==> src/rtl/sort_pkg.sv <==
// sort_pkg
// Shared types and helpers for the streaming sorter control slice.
//   sort_state_t : controller states (IDLE, LOAD, SORT, OUTPUT, CLEAR)
//   maxlen()     : maximum packet length in words for a given RAM address width
package sort_pkg;

  typedef enum logic [2:0] {
    IDLE_S,
    LOAD_S,
    SORT_S,
    OUTPUT_S,
    CLEAR_S
  } sort_state_t;

  function automatic int maxlen(input int awidth);
    return 1 << awidth;
  endfunction

endpackage

==> src/rtl/sort_stream_ctrl_if.sv <==
// sort_stream_ctrl_if
// Avalon-ST-like packet qualifier bundle (no data; data lives in the sort RAM).
//   valid, sop, eop : driven by the stream source (master)
//   ready           : driven by the stream sink (slave)
interface sort_stream_ctrl_if;
  logic valid;
  logic sop;
  logic eop;
  logic ready;

  modport master (output valid, output sop, output eop, input ready);
  modport slave  (input valid, input sop, input eop, output ready);
endinterface

==> src/rtl/sort_rd_sequencer.sv <==
// sort_rd_sequencer
// Read side of the sorter: walks the RAM from address 0 to len-1 and turns the
// 1-cycle-latency RAM output into a valid/sop/eop stream with backpressure.
//   clk_i, srst_n_i : clock, synchronous active-low reset
//   start_i         : pulse, arms the sequencer with the read pointer at 0
//   len_i           : number of words to stream (1..2**AWIDTH)
//   src_ready_i     : downstream ready
//   rd_en_o/rd_addr_o : RAM read strobe and address
//   src_valid_o/src_sop_o/src_eop_o : stream qualifiers aligned with RAM q
//   done_o          : final handshake (valid & ready & eop)
module sort_rd_sequencer #(
  parameter int AWIDTH = 4
) (
  input  logic              clk_i,
  input  logic              srst_n_i,
  input  logic              start_i,
  input  logic [AWIDTH:0]   len_i,
  input  logic              src_ready_i,
  output logic              rd_en_o,
  output logic [AWIDTH-1:0] rd_addr_o,
  output logic              src_valid_o,
  output logic              src_sop_o,
  output logic              src_eop_o,
  output logic              done_o
);

  logic            active_reg, active_next;
  logic [AWIDTH:0] ptr_reg, ptr_next;
  logic            valid_reg, valid_next;
  logic            sop_reg, sop_next;
  logic            eop_reg, eop_next;
  logic            issue;

  // A new read may only be issued when the output slot is free or being
  // emptied this cycle; RAM q holds while no read is issued, so a stalled
  // word stays stable on the output.
  assign issue     = active_reg && (ptr_reg < len_i) && (!valid_reg || src_ready_i);
  assign rd_en_o   = issue;
  assign rd_addr_o = ptr_reg[AWIDTH-1:0];
  assign done_o    = valid_reg && src_ready_i && eop_reg;

  assign src_valid_o = valid_reg;
  assign src_sop_o   = sop_reg;
  assign src_eop_o   = eop_reg;

  always_comb begin
    active_next = active_reg;
    ptr_next    = ptr_reg;
    valid_next  = valid_reg;
    sop_next    = sop_reg;
    eop_next    = eop_reg;

    if (start_i) begin
      active_next = 1'b1;
      ptr_next    = '0;
    end else begin
      if (issue)  ptr_next    = ptr_reg + 1'b1;
      if (done_o) active_next = 1'b0;
    end

    if (issue) begin
      valid_next = 1'b1;
      sop_next   = (ptr_reg == '0);
      eop_next   = (ptr_reg == len_i - 1'b1);
    end else if (valid_reg && src_ready_i) begin
      valid_next = 1'b0;
      sop_next   = 1'b0;
      eop_next   = 1'b0;
    end
  end

  always_ff @(posedge clk_i) begin
    if (!srst_n_i) begin
      active_reg <= 1'b0;
      ptr_reg    <= '0;
      valid_reg  <= 1'b0;
      sop_reg    <= 1'b0;
      eop_reg    <= 1'b0;
    end else begin
      active_reg <= active_next;
      ptr_reg    <= ptr_next;
      valid_reg  <= valid_next;
      sop_reg    <= sop_next;
      eop_reg    <= eop_next;
    end
  end

endmodule

==> src/rtl/sort_stream_ctrl.sv <==
// sort_stream_ctrl
// Control FSM of the streaming sorter: loads an input packet into the sort
// RAM, launches the sort engine (with a guard timeout), streams the sorted
// RAM contents out and finally clears RAM/engine.
//   clk_i, srst_n_i : clock, synchronous active-low reset
//   snk (slave)     : input stream qualifiers; snk.ready high in IDLE/LOAD
//   mode_desc_i     : sort direction, latched on the accepted sop word
//   wr_en_o/wr_addr_o : combinational RAM write strobe/address
//   sort_start_o/sort_len_o/sort_desc_o/sort_done_i : sort engine handshake
//   rd_en_o/rd_addr_o : RAM read strobe/address (RAM read latency 1)
//   src (master)    : output stream qualifiers aligned with RAM q
//   clear_o         : one-cycle RAM/engine clear
//   busy_o          : high outside IDLE
//   err_ovf_o       : sticky per-packet overflow
//   err_timeout_o   : one-cycle pulse on sort timeout
module sort_stream_ctrl
  import sort_pkg::*;
#(
  parameter int AWIDTH  = 4,
  parameter int SORT_TO = 1024
) (
  input  logic                    clk_i,
  input  logic                    srst_n_i,
  sort_stream_ctrl_if.slave       snk,
  input  logic                    mode_desc_i,
  output logic                    wr_en_o,
  output logic [AWIDTH-1:0]       wr_addr_o,
  output logic                    sort_start_o,
  output logic [AWIDTH:0]         sort_len_o,
  output logic                    sort_desc_o,
  input  logic                    sort_done_i,
  output logic                    rd_en_o,
  output logic [AWIDTH-1:0]       rd_addr_o,
  sort_stream_ctrl_if.master      src,
  output logic                    clear_o,
  output logic                    busy_o,
  output logic                    err_ovf_o,
  output logic                    err_timeout_o
);

  localparam int              MAXLEN   = maxlen(AWIDTH);
  localparam logic [AWIDTH:0] MAXLEN_C = (AWIDTH+1)'(MAXLEN);
  localparam logic [AWIDTH:0] ONE_C    = (AWIDTH+1)'(1);
  localparam bit              TO_EN    = (SORT_TO != 0);
  localparam logic [31:0]     TO_LAST  = 32'(SORT_TO - 1);

  sort_state_t     state_reg, state_next;
  logic [AWIDTH:0] count_reg, count_next;
  logic [AWIDTH:0] len_reg, len_next;
  logic            desc_reg, desc_next;
  logic            ovf_reg, ovf_next;
  logic            first_reg, first_next;
  logic            to_pulse_reg, to_pulse_next;
  logic [31:0]     to_cnt_reg, to_cnt_next;

  logic accept;
  logic dropped;
  logic rd_start;
  logic rd_done;

  assign snk.ready = (state_reg == IDLE_S) || (state_reg == LOAD_S);
  assign accept    = snk.valid && snk.ready;

  // Words that do not reach the RAM: anything but a sop while idle, and
  // non-sop words once the packet already fills the RAM.
  assign dropped   = !snk.sop && ((state_reg == IDLE_S) || (count_reg == MAXLEN_C));
  assign wr_en_o   = accept && !dropped;
  assign wr_addr_o = snk.sop ? '0 : count_reg[AWIDTH-1:0];

  assign busy_o        = (state_reg != IDLE_S);
  assign clear_o       = (state_reg == CLEAR_S);
  assign sort_start_o  = first_reg;
  assign sort_len_o    = len_reg;
  assign sort_desc_o   = desc_reg;
  assign err_ovf_o     = ovf_reg;
  assign err_timeout_o = to_pulse_reg;

  always_comb begin
    state_next    = state_reg;
    count_next    = count_reg;
    len_next      = len_reg;
    desc_next     = desc_reg;
    ovf_next      = ovf_reg;
    first_next    = 1'b0;
    to_pulse_next = 1'b0;
    to_cnt_next   = to_cnt_reg;
    rd_start      = 1'b0;

    case (state_reg)
      IDLE_S, LOAD_S: begin
        if (accept && (snk.sop || state_reg == LOAD_S)) begin
          if (snk.sop) begin
            // sop (re)starts the packet even in the middle of LOAD
            count_next = ONE_C;
            desc_next  = mode_desc_i;
            ovf_next   = 1'b0;
          end else if (dropped) begin
            ovf_next = 1'b1;
          end else begin
            count_next = count_reg + 1'b1;
          end

          if (snk.eop) begin
            len_next    = count_next;
            state_next  = SORT_S;
            first_next  = 1'b1;
            to_cnt_next = '0;
          end else begin
            state_next = LOAD_S;
          end
        end
      end

      SORT_S: begin
        to_cnt_next = to_cnt_reg + 1'b1;
        // done has priority over an expiring timeout in the same cycle
        if (sort_done_i) begin
          state_next = OUTPUT_S;
          rd_start   = 1'b1;
        end else if (TO_EN && (to_cnt_reg == TO_LAST)) begin
          to_pulse_next = 1'b1;
          state_next    = CLEAR_S;
        end
      end

      OUTPUT_S: begin
        if (rd_done) state_next = CLEAR_S;
      end

      CLEAR_S: begin
        state_next = IDLE_S;
      end

      default: begin
        state_next = IDLE_S;
      end
    endcase
  end

  always_ff @(posedge clk_i) begin
    if (!srst_n_i) begin
      state_reg    <= IDLE_S;
      count_reg    <= '0;
      len_reg      <= '0;
      desc_reg     <= 1'b0;
      ovf_reg      <= 1'b0;
      first_reg    <= 1'b0;
      to_pulse_reg <= 1'b0;
      to_cnt_reg   <= '0;
    end else begin
      state_reg    <= state_next;
      count_reg    <= count_next;
      len_reg      <= len_next;
      desc_reg     <= desc_next;
      ovf_reg      <= ovf_next;
      first_reg    <= first_next;
      to_pulse_reg <= to_pulse_next;
      to_cnt_reg   <= to_cnt_next;
    end
  end

  sort_rd_sequencer #(
    .AWIDTH (AWIDTH)
  ) u_rd_seq (
    .clk_i       (clk_i),
    .srst_n_i    (srst_n_i),
    .start_i     (rd_start),
    .len_i       (len_reg),
    .src_ready_i (src.ready),
    .rd_en_o     (rd_en_o),
    .rd_addr_o   (rd_addr_o),
    .src_valid_o (src.valid),
    .src_sop_o   (src.sop),
    .src_eop_o   (src.eop),
    .done_o      (rd_done)
  );

endmodule

==> src/flat_wrapper.sv <==
// flat-port wrapper written by rule: the top's interface ports become plain ports
module sort_stream_ctrl_flat import sort_pkg::*;
#(
  parameter int AWIDTH  = 4,
  parameter int SORT_TO = 1024
)
  (clk_i, srst_n_i, mode_desc_i, wr_en_o, wr_addr_o, sort_start_o, sort_len_o, sort_desc_o, sort_done_i, rd_en_o, rd_addr_o, clear_o, busy_o, err_ovf_o, err_timeout_o, snk_valid, snk_sop, snk_eop, snk_ready, src_valid, src_sop, src_eop, src_ready);
  sort_stream_ctrl_if snk_i ();
  sort_stream_ctrl_if src_i ();
  input  logic clk_i;
  input  logic srst_n_i;
  input  logic mode_desc_i;
  output logic wr_en_o;
  output logic [AWIDTH-1:0] wr_addr_o;
  output logic sort_start_o;
  output logic [AWIDTH:0] sort_len_o;
  output logic sort_desc_o;
  input  logic sort_done_i;
  output logic rd_en_o;
  output logic [AWIDTH-1:0] rd_addr_o;
  output logic clear_o;
  output logic busy_o;
  output logic err_ovf_o;
  output logic err_timeout_o;
  input wire logic [$bits(snk_i.valid)-1:0] snk_valid;
  input wire logic [$bits(snk_i.sop)-1:0] snk_sop;
  input wire logic [$bits(snk_i.eop)-1:0] snk_eop;
  output wire logic [$bits(snk_i.ready)-1:0] snk_ready;
  output wire logic [$bits(src_i.valid)-1:0] src_valid;
  output wire logic [$bits(src_i.sop)-1:0] src_sop;
  output wire logic [$bits(src_i.eop)-1:0] src_eop;
  input wire logic [$bits(src_i.ready)-1:0] src_ready;
  assign snk_i.valid = snk_valid;
  assign snk_i.sop = snk_sop;
  assign snk_i.eop = snk_eop;
  assign snk_ready = snk_i.ready;
  assign src_valid = src_i.valid;
  assign src_sop = src_i.sop;
  assign src_eop = src_i.eop;
  assign src_i.ready = src_ready;
  sort_stream_ctrl #(.AWIDTH(AWIDTH), .SORT_TO(SORT_TO)) u_core (.clk_i(clk_i), .srst_n_i(srst_n_i), .snk(snk_i), .mode_desc_i(mode_desc_i), .wr_en_o(wr_en_o), .wr_addr_o(wr_addr_o), .sort_start_o(sort_start_o), .sort_len_o(sort_len_o), .sort_desc_o(sort_desc_o), .sort_done_i(sort_done_i), .rd_en_o(rd_en_o), .rd_addr_o(rd_addr_o), .src(src_i), .clear_o(clear_o), .busy_o(busy_o), .err_ovf_o(err_ovf_o), .err_timeout_o(err_timeout_o));
endmodule
==> config.mk <==
export PLATFORM = sky130hd
export DESIGN_NAME = sort_stream_ctrl_flat
export DESIGN_NICKNAME = d
export VERILOG_FILES = /design/src/rtl/sort_pkg.sv /design/src/rtl/sort_stream_ctrl_if.sv /design/src/rtl/sort_rd_sequencer.sv /design/src/rtl/sort_stream_ctrl.sv /design/src/flat_wrapper.sv
export SDC_FILE = /design/constraint.sdc
export NUM_CORES = 1
export LEC_CHECK = 0
export ABC_AREA = 1
export BUFFER_PORTS_ARGS = -buffer_cell sky130_fd_sc_hd__buf_2
export CAP_MARGIN = 5
export CORE_ASPECT_RATIO = 0.5
export CORE_MARGIN = 10
export CORE_UTILIZATION = 60
export CTS_CLUSTER_DIAMETER = 100
export DETAILED_ROUTE_END_ITERATION = 8
export GPL_TIMING_DRIVEN = 0
export PLACE_DENSITY = 0.81
export SYNTH_ARGS = -nofsm -noshare
export SYNTH_HDL_FRONTEND = slang
export SYNTH_HIERARCHICAL = 1
export SYNTH_SLANG_ARGS = --single-unit
==> constraint.sdc <==
create_clock -name clk_i -period 1.75 [get_ports clk_i]
set_clock_uncertainty 0.15 [all_clocks]
set_input_delay 0.0875 -clock clk_i [delete_from_list [all_inputs] [get_ports clk_i]]
set_output_delay 0.0875 -clock clk_i [all_outputs]
set_load 0.05 [all_outputs]
==> metrics.txt, run 1 <==
status finished, violations left; violated checks setup timing; Post-Synthesis Cells 555; TritonCTS clock tree built; first-pass GRT wire length ~15 mm; gpl congestion about 0.94; hpwl dp 6.14 mm; crit-path max FO 4; DRC Markers 0; initial antenna violation count 0; clock sinks 58; Avg Cell Area, Syn ~6.3 µm²; maximum vdd drop 0.781 mV; Net Count, Synth 574; CTS Buffer Depth 2; cts bufs inserted 9; critical setup path kind reg2reg; Post-Syn Area roughly 3500 µm²; Hold Vio Cnt, Final 0; minimum clock period approximately 1.9 ns; Port Buffers 32; Vias per Instance about 5.8; unrepaired setup endpoints after global routing yes; Max Cap Violations 0; commonest non-fill, non-tap cells in the layout 126 x nand2_1, 85 x nor2_1, 65 x inv_1; Worst-Margin Slew ~0.48 ns; Crit path largest cell delay 0.40 ns; Startpoint Class flop; ANT nets after route 0; largest net degree at the start of global routing 11; Final Max Slew Viols 0; number of global-route vias before repair roughly 3300; DIE WIDTH 128 µm; worst setup margin -0.142 ns; via count 4122; initial core utilization 63.0%; Root Buffer clkbuf_16; die height between 70 and 80 µm; post-route insts no fill around 710; final setup TNS -0.562 ns; drt first pass iters 5; class of the most critical hold timing path in2reg; Syn-to-layout area delta 31.3%; Initial DRC Count 534; row count 19; Slew Limit Headroom 68.1%; crit-path cells nand2_1 > nor2_1 > nand2_2 > nor2_1 > nand2_1 > nand2_2 > nand3_1 > nand2_1 > nor2_1; die area 9480 µm²; layout cells sized above 1 27.2%; commonest non-fill, non-tap cell in the layout nand2_1; Worst path slowest cell dfxtp_1; Total GRT Usage between 10% and 20%; final wirelength 11.8 mm; Worst-Skew Late Latency 0.34 ns; Ports 33; H-tree depth 3; drt wl/cell 16.6 µm; CP required 1.82 ns; Leakage approximately 0.0021 µW; clk slew on worst S/H paths 0.05 ns; PwrDens 872 nW/µm²; max FFs per register 32; Placed Cells incl. Taps 660; global route overflow 0; FF+latch count, synth 58; core footprint 5560 µm²; Peak Freq 529 MHz; Final nets 649; Tcrit/Tclk final 108%; warnings from Yosys 6; # setup viols final 8; Unique masters post-synth 36; critical path arrival a little under 2 ns; CP Capture Type flop; sequential area share after synthesis 33.1%
## worst max-delay path, delay by kind of cell, from the launching register on
kind	cells	cell delay, ns
flops	1	0.40
simple gates	9	1.21
## path summary, 6_finish.rpt
path                        startpoint  cells after the start                    to  slack [ns]
hold / removal               snk_valid                      5   u_core/sort_start_o        0.06
setup / recovery  u_core/to_cnt_reg[6]                      9   u_core/state_reg[0]       -0.14
setup reg to reg  u_core/to_cnt_reg[6]                      9   u_core/state_reg[0]       -0.14
hold reg to reg   u_core/to_cnt_reg[1]                      2  u_core/to_cnt_reg[1]        0.36
## layout make-up
type	instances	area, µm²
well taps	73	91.3
inverters	90	360
diodes	1	2.50
flip-flops and latches	58	1200
clock buffers	16	262
plain buffers	10	77.6
repair buffers	64	447
fillers	333	961
multi-input cells	397	2160
## cell usage after synthesis
cell,n,area share [%]
dfxtp_1,58,33
inv_1,73,7.8
o21ai_0,19,2.7
o21a_1,3,0.64
nor2_1,98,10
nor3_4,1,0.46
ha_1,11,3.9
nor3_1,16,2.3
a21oi_2,4,1.0
nand3b_1,1,0.21
and2_1,1,0.18
nand3_1,37,5.3
o21ai_4,1,0.46
nand2_1,135,14
nor4_1,1,0.18
buf_2,2,0.29
clkbuf_1,1,0.11
nor2_2,1,0.18
buf_6,2,0.64
o211ai_1,3,0.64
nand2_2,7,1.2
o21bai_1,2,0.43
a21oi_1,33,4.7
o21ai_1,3,0.43
o21ai_2,1,0.25
nor3b_1,1,0.21
nand4_1,7,1.2
nand3_4,1,0.50
inv_2,13,1.4
nand3_2,3,0.86
buf_4,5,1.1
inv_6,1,0.25
nand2_4,1,0.32
xor2_1,4,1.0
nor2_4,2,0.64
clkinv_1,3,0.32
## metrics by stage
step | hold WS [ns] | area [µm²] | utilization, % | power (µW) | setup slack (ns)
after global routing | 0.0884 | 4600 | 82.7 | 4140 | -0.219
after global placement | 0.193 | 3800 | 68.2 | 2110 | -0.0159
after CTS | 0.0392 | 4240 | 76.3 | 3770 | -0.115
after floorplan | 0.0689 | 3540 | - | 1970 | 0.000585
after detailed placement | 0.208 | 3800 | 68.2 | 2120 | -0.0251
final | 0.0630 | 4600 | 82.7 | 4010 | -0.142
## cell families after synthesis
kind of cell,synth area share (%)
and+or+nand+nor,38.8
buffers and inverters,11.9
AOI/OAI and AO/OA,11.3
DFF,33.1
adders and majority gates,3.93
xor gates and xnor gates,1.00
## metal layers
layer | part of all wire [%] | GRT usage (%) | wire length [µm]
met5 | 0 | 0 | 0
met4 | 5.0 | 7.20 | 592
met3 | 9.8 | 6.31 | 1150
met2 | 46 | 33.5 | 5470
met1 | 39 | 22.6 | 4560
## where the power goes
group | switching [µW] | total [µW] | internal [µW]
Sequential | 57.9 | 1430 | 1370
Clock | 595 | 1590 | 998
Combinational | 641 | 993 | 352
## repair_timing
action                                  4_1_cts  5_1_grt
setup buffers                                10       17
pin swaps                                     7       19
endpoints found under the setup margin       10       46
cloned                                        0        0
hold endpoints to repair                      8        0
gates resized for setup                      22       58
hold buffers                                  5        0
No activity file was read; power rests on OpenSTA's default activity.
==> run 2, diff against run 1 <==
--- a/config.mk
+++ b/config.mk
@@ -6,7 +6,7 @@
 export NUM_CORES = 1
 export LEC_CHECK = 0
 export ABC_AREA = 1
-export BUFFER_PORTS_ARGS = -buffer_cell sky130_fd_sc_hd__buf_2
+export BUFFER_PORTS_ARGS = -buffer_cell sky130_fd_sc_hd__buf_4
 export CAP_MARGIN = 5
 export CORE_ASPECT_RATIO = 0.5
 export CORE_MARGIN = 10
==> constraint.sdc (replaced) <==
create_clock -name clk_i -period 1.75 [get_ports clk_i]
set_clock_uncertainty 0.15 [all_clocks]
set_input_delay 0.175 -clock clk_i [delete_from_list [all_inputs] [get_ports clk_i]]
set_output_delay 0.175 -clock clk_i [all_outputs]
set_load 0.05 [all_outputs]
==> metrics.txt, run 2 (synthesis results as in run 1) <==
status finished, violations left; violated checks setup timing; clk slew on worst S/H paths about 0.050 ns; Port Buffers 32; Ports 33; CP required around 1.4 ns; drt first pass iters 5; Final Max Slew Viols 0; maximum vdd drop 0.813 mV; crit-path leading delay family flip-flops; diodes inserted 0; critical path buffer and inverter count 4; hpwl dp 6.23 mm; max FFs per register 32; Max Cap Violations 0; Worst-Margin Slew around 0.44 ns; r2r startpoint u_core/sort_len_o[1]; drt wl/cell 15.4 µm; critical path launch point u_core/sort_len_o[1]; clock sinks 58; Final nets around 650; largest net degree at the start of global routing 11; Leakage about 0.0020 µW; Syn-to-layout area delta 30.2%; initial core utilization 63.0%; Hold Vio Cnt, Final 0; row count 19; ANT nets after route 0; PwrDens 859 nW/µm²; Root Buffer clkbuf_16; cts bufs inserted 9; met2 wire length around 5.3 mm; Total GRT Usage 19.7%; final wirelength 10.8 mm; minimum clock period just under 2 ns; Filler cells 374; crit-path cells inv_4 > ha_4 > inv_2 > o21bai_1 > nand2_2 > nand3_4 > inv_8 > buf_8; Worst path slowest cell dfxtp_4; commonest non-fill, non-tap cell in the layout nand2_1; total power 3920 µW; DRC Markers 0; hold path startpoint snk_eop; CTS Buffer Depth 2; core footprint 5560 µm²; worst setup margin -0.199 ns; CP Capture Type output pin; Vias per Instance 5.59; unrepaired setup endpoints after global routing yes; commonest non-fill, non-tap cells in the layout 128 x nand2_1, 84 x nor2_1, 64 x inv_1; DIE WIDTH 128 µm; # setup viols final 11; class of the most critical hold timing path in2reg; Slew Limit Headroom 70.3%; Worst-Skew Late Latency around 0.33 ns; wire length on met1 approximately 4.4 mm; crit-path max FO 2; Placed Cells incl. Taps 660; Multi-input gate area approximately 2100 µm²; Initial DRC Count 450; gpl congestion 0.904; Startpoint Class flop; number of global-route vias before repair 3471; critical path arrival about 1.6 ns; TritonCTS clock tree built; Post-Place Cell Area 3880 µm²; design area about 4600 µm²; top sig layer met4; die height 74.0 µm; layout cells sized above 1 27.4%; initial antenna violation count 0; final setup TNS -0.356 ns; die area 9480 µm²; first-pass GRT wire length 15.4 mm; Tcrit/Tclk final 111%; post-route insts no fill 705; critical setup path kind reg2out; via count 3942; wire length on met3 842 µm; global route overflow 0; H-tree depth 3; Crit path largest cell delay 0.36 ns; Peak Freq 513 MHz; Reg area 1200 µm²
[run 2: cell count changes in the layout (fill, tap and decap cells not counted), moves of 3 or more]
cell,before,now
dlygate4sd3_1,5,1
o21ai_1,4,7
nand3_4,4,1
o21ai_0,18,14
buf_4,31,62
buf_2,32,2
nand2_4,5,2
inv_2,15,18
nand3_2,3,8
[run 2: cell type report]
| type | instances | share of cell area, % |
|---|---|---|
| multi-input combinational | 397 | 46.4 |
| sequential | 58 | 26.3 |
| timing repair buffer | 61 | 10.4 |
| inverter | 90 | 7.79 |
| clock buffer | 16 | 5.51 |
| tap | 73 | 2.00 |
| buffer | 10 | 1.62 |
[run 2: repair_timing]
| item | CTS | global route |
|---|---|---|
| setup endpoints to repair | 21 | 41 |
| setup buffers | 17 | 11 |
| pin swaps | 12 | 16 |
| hold buffers | 1 | 0 |
| endpoints found under the hold margin | 1 | 0 |
| resized for setup | 29 | 43 |
[run 2: path summary, 6_finish.rpt]
path                            slack (ns)  cells past startpoint                   endpoint
worst max-delay path                 -0.20                      8                    rd_en_o
worst min-delay path                  0.02                      3        u_core/sort_start_o
worst max register to register       -0.03                     10  u_core/u_rd_seq/src_sop_o
worst min register to register        0.33                      2         u_core/sort_desc_o
[run 2: report_power, final]
part           switching (µW)  total [µW]  internal [µW]
sequential               53.9        1430           1370
clock                     557        1510            958
combinational             625         980            355
total                    1240        3920           2680
[run 2: worst reg2reg max path: stages, from the launching register on]
cell      delay (ns)
dfxtp_4         0.36
inv_4           0.04
ha_4            0.25
inv_2           0.02
o21bai_1        0.18
nand2_2         0.13
buf_4           0.16
buf_4           0.13
nand3_2         0.09
nand3_2         0.07
a21oi_2         0.13
[run 2: stage by stage]
step | hold slack, ns | util (%) | setup slack, ns
2_1_floorplan | 0.156 | - | -0.0339
3_5_place_dp | 0.301 | 69.7 | -0.0531
3_3_place_gp | 0.294 | 69.7 | -0.0286
6_report | 0.0176 | 82.0 | -0.199
5_1_grt | 0.0373 | 82.0 | -0.209
4_1_cts | 0.00394 | 78.4 | -0.150
[run 2: routing by layer]
metal  track usage, %  vias to the layer above
met5                0                        -
met2             34.4                      205
met1             22.9                     1815
met4             6.08                        0
met3             6.38                       39
li1                 -                     1883
==> run 3, diff against run 2 <==
--- a/config.mk
+++ b/config.mk
@@ -5,16 +5,16 @@
 export SDC_FILE = /design/constraint.sdc
 export NUM_CORES = 1
 export LEC_CHECK = 0
-export ABC_AREA = 1
+export ABC_AREA = 0
 export BUFFER_PORTS_ARGS = -buffer_cell sky130_fd_sc_hd__buf_4
 export CAP_MARGIN = 5
 export CORE_ASPECT_RATIO = 0.5
 export CORE_MARGIN = 10
-export CORE_UTILIZATION = 60
+export CORE_UTILIZATION = 59
 export CTS_CLUSTER_DIAMETER = 100
 export DETAILED_ROUTE_END_ITERATION = 8
 export GPL_TIMING_DRIVEN = 0
-export PLACE_DENSITY = 0.81
+export PLACE_DENSITY = 0.8
 export SYNTH_ARGS = -nofsm -noshare
 export SYNTH_HDL_FRONTEND = slang
 export SYNTH_HIERARCHICAL = 1
==> metrics.txt, run 3 <==
CTS Buffer Depth 2; cts bufs inserted 9; row count 19; error message [ERROR DPL-0038] Utilization greater than 100%, impossible to legalize; Post-Syn Area 3400 µm²; FF+latch count, synth 58; clock sinks between 50 and 60; ranking of synthesized cells by area dfxtp_1 34%, nand2_1 4.2%, ha_1 4.1%; Unique masters post-synth 55; gpl congestion approximately 0.89; Post-Synthesis Cells 408; Halt Stage global routing (5_1_grt); Avg Cell Area, Syn between 8 and 9 µm²; largest net degree at the start of global routing 11; initial core utilization 61.6%; post-synth top area cell dfxtp_1; post-synth top area share about a third; status aborted with a tool error; top-count cell post-synth dfxtp_1; H-tree depth 3; kind of the worst endpoint top-level output; DIE WIDTH 127 µm; Port Buffers 32; Ports 33; GRT worst endpoint rd_en_o; ys async rst share 0%; die height 73.6 µm; warnings from Yosys 6; Top FF cell, synth dfxtp_1; sequential area share after synthesis 34.2%; Post-Place Setup Slack -0.649 ns; EDFF count, synth 0; most frequent cells after synthesis 58 x dfxtp_1, 38 x nand2_1, 27 x a21oi_1, 27 x nor2_1, 18 x inv_1; Root Buffer clkbuf_16; Net Count, Synth 427; hpwl dp 6.71 mm
==> run 3: cell types whose count changed after synthesis, sizes merged, moves of 9 or more <==
cell / delta
nand4: +10
nand3: -25
mux2i: +12
clkbuf: +12
nor3: -11
inv: -69
or4: +18
o31ai: +14
nor2: -74
nand2b: +12
nor4: +13
a21oi: -9
nand2: -105
==> run 3: logic make-up after synthesis <==
logic type | after synthesis | share of synthesized area, %
DFF | 58 | 34.2
muxes | 12 | 3.54
buffers and inverters | 44 | 6.19
AOI/OAI and AO/OA | 81 | 15.6
adders and majority gates | 11 | 4.05
xor gates and xnor gates | 15 | 3.87
and+or+nand+nor | 187 | 32.6
==> run 3: repair_timing <==
item	4_1_cts
setup endpoints to repair	54
gates resized for setup	109
cloned	1
hold endpoints to repair	2
pin swaps	34
setup buffers	41
hold buffers	2
==> run 3: per-stage QoR <==
stage               cells  instance area [µm²]
CTS                   573                 5060
detailed placement    513                 3970
global placement      513                 3970
floorplan             408                 3640
==> run 4, diff against run 3 <==
--- a/config.mk
+++ b/config.mk
@@ -8,13 +8,11 @@
 export ABC_AREA = 0
 export BUFFER_PORTS_ARGS = -buffer_cell sky130_fd_sc_hd__buf_4
 export CAP_MARGIN = 5
-export CORE_ASPECT_RATIO = 0.5
 export CORE_MARGIN = 10
-export CORE_UTILIZATION = 59
-export CTS_CLUSTER_DIAMETER = 100
+export CORE_UTILIZATION = 40
 export DETAILED_ROUTE_END_ITERATION = 8
 export GPL_TIMING_DRIVEN = 0
-export PLACE_DENSITY = 0.8
+export PLACE_DENSITY_LB_ADDON = 0.15
 export SYNTH_ARGS = -nofsm -noshare
 export SYNTH_HDL_FRONTEND = slang
 export SYNTH_HIERARCHICAL = 1
==> metrics.txt, run 4 <==
Hold EP u_core/u_rd_seq/ptr_reg[1]; Worst-Skew Late Latency 0.34 ns; first-pass GRT wire length 17.2 mm; row count 33; commonest non-fill, non-tap cells in the layout 91 x buf_4, 36 x nand2_1, 24 x dfxtp_4; global route overflow 0; ranking of synthesized cells by area dfxtp_1 34%, nand2_1 4.2%, ha_1 4.1%; Syn-to-layout area delta 65.3%; Peak Freq ~500 MHz; DIE WIDTH approximately 110 µm; Port Buffers 32; sequential area share after synthesis 34.2%; Hold Path Depth 3; hold path startpoint srst_n_i; commonest non-fill, non-tap cell in the layout buf_4; Tcrit/Tclk final 115%; warnings from Yosys 6; Startpoint Class flop; layout cells sized above 1 54.1%; maximum vdd drop 0.334 mV; worst setup margin -0.259 ns; Reg2Reg Depth 6; critical path arrival 2.13 ns; cts bufs inserted 9; violated checks setup timing; top-count cell post-synth dfxtp_1; clk slew on worst S/H paths around 0.070 ns; Ports 33; number of global-route vias before repair 3391; Net Count, Synth around 430; gpl congestion between 0.8 and 0.9; via count 3775; Final nets 552; wire length on met3 563 µm; PwrDens between 500 and 600 nW/µm²; Root Buffer clkbuf_8; Final Max Slew Viols 0; Post-Synthesis Cells 408; Unique masters post-synth 55; r2r startpoint u_core/to_cnt_reg[9]; minimum clock period ~2 ns; Slew Limit Headroom between 60% and 70%; CTS Buffer Depth 2; top sig layer met4; wire length on met1 between 5 and 6 mm; drt wl/cell roughly 19 µm; worst flop-to-flop path endpoint u_core/to_cnt_reg[17]; Max Cap Violations 0; crit-path cells buf_8 > nand2_4 > or4_4 > buf_8 > or4_4 > a21oi_2; post-route insts no fill roughly 640; Placed Cells incl. Taps 545; ANT nets after route 0; final core utilization 68.0%; Total GRT Usage approximately 16%; CP required between 1.5 and 2 ns; Crit path largest cell delay 0.58 ns; ys async rst share 0%; core footprint about 8300 µm²; Post-Syn Area 3400 µm²; Vias per Instance about 5.9; hpwl dp just under 7 mm; Filler cells roughly 620; die height about 110 µm; Hold Vio Cnt, Final 0; initial core utilization 41.1%; max FFs per register 32; diodes inserted 0; Avg Cell Area, Syn roughly 8.3 µm²; CP Capture Type flop; Worst-Margin Slew 0.561 ns; Leakage 0.00217 µW; EDFF count, synth 0; drt first pass iters 5; H-tree depth 3; total power 3220 µW; FF+latch count, synth 58; # setup viols final 35; largest net degree at the start of global routing 11; most frequent cells after synthesis 58 x dfxtp_1, 38 x nand2_1, 27 x a21oi_1, 27 x nor2_1, 18 x inv_1; final wirelength about 12 mm; initial antenna violation count 0; TritonCTS clock tree built; post-synth top area cell dfxtp_1; Initial DRC Count 254; critical setup path kind reg2reg; clock sinks 58; crit-path max FO 5; unrepaired setup endpoints after global routing yes; met2 wire length 6.09 mm; Top FF cell, synth dfxtp_1; DRC Markers 0; final setup TNS -5.26 ns; class of the most critical hold timing path in2reg; post-synth top area share about 34%; Worst path slowest cell or4_4; die area approximately 13000 µm²; status finished, violations left; Reg2Reg Setup Slack -0.26 ns
==> run 4: cell counts after synthesis <==
Identical to the previous run, type by type.
==> run 4: final cells by class <==
| type | instances | area, µm² | area share [%] |
|---|---|---|---|
| buffer | 23 | 256 | 4.57 |
| clock buffer | 10 | 138 | 2.45 |
| clock inverter | 6 | 32.5 | 0.580 |
| inverter | 18 | 73.8 | 1.32 |
| multi-input combinational | 306 | 2660 | 47.4 |
| sequential | 58 | 1270 | 22.6 |
| tap | 105 | 131 | 2.34 |
| timing repair buffer | 117 | 1050 | 18.7 |
==> run 4: worst max path at each step <==
| stage | start | end | slack (ns) |
|---|---|---|---|
| 2_1_floorplan | u_core/sort_len_o[1] | u_core/u_rd_seq/ptr_reg[0] | -0.23 |
| 3_3_place_gp | snk_sop | u_core/to_cnt_reg[26] | -0.60 |
| 3_5_place_dp | snk_sop | u_core/to_cnt_reg[31] | -0.62 |
| 4_1_cts | u_core/to_cnt_reg[1] | u_core/to_cnt_reg[22] | -0.29 |
| 5_1_grt | u_core/to_cnt_reg[1] | u_core/to_cnt_reg[12] | -0.32 |
| 6_report | u_core/to_cnt_reg[9] | u_core/to_cnt_reg[17] | -0.26 |
==> run 4: cells by family after synthesis <==
family / synth area share [%]
simple gates: 32.6
compound gates: 15.6
flops: 34.2
buf+inv: 6.19
xor+xnor: 3.87
mux: 3.54
fa+ha+maj: 4.05
==> run 4: worst max-delay path, delay by kind of cell (launching register included) <==
family	cells	cell delay (ns)
AOI/OAI and AO/OA	1	0.14
and+or+nand+nor	3	1.04
DFF	1	0.33
buffers and inverters	2	0.28
==> run 4: metrics by stage <==
stage	hold slack (ns)	instance area, µm²	worst slack [ns]
after floorplan	0.143	3640	-0.227
after global placement	0.269	4010	-0.596
after detailed placement	0.272	4010	-0.617
after CTS	0.00450	4880	-0.288
after global routing	0.0194	5610	-0.316
final	0.0135	5610	-0.259
==> run 4: power by group <==
part / switching, µW / internal (µW) / total, µW
combinational: 424 / 352 / 777
clock: 570 / 539 / 1110
sequential: 22.6 / 1310 / 1330
total: 1020 / 2200 / 3220
==> run 4: routing by layer <==
layer  vias to the layer above  GRT usage (%)
li1                       1759              -
met1                      1870           20.8
met2                       117           26.6
met3                        29           2.82
met4                         0           5.25
met5                         -              0
==> run 4: what timing repair did <==
item,CTS,global route
pin swaps,27,37
hold buffers,3,0
gates resized for setup,94,117
setup endpoints to repair,52,58
cloned,1,1
buffers inserted,38,43
hold endpoints to repair,2,0
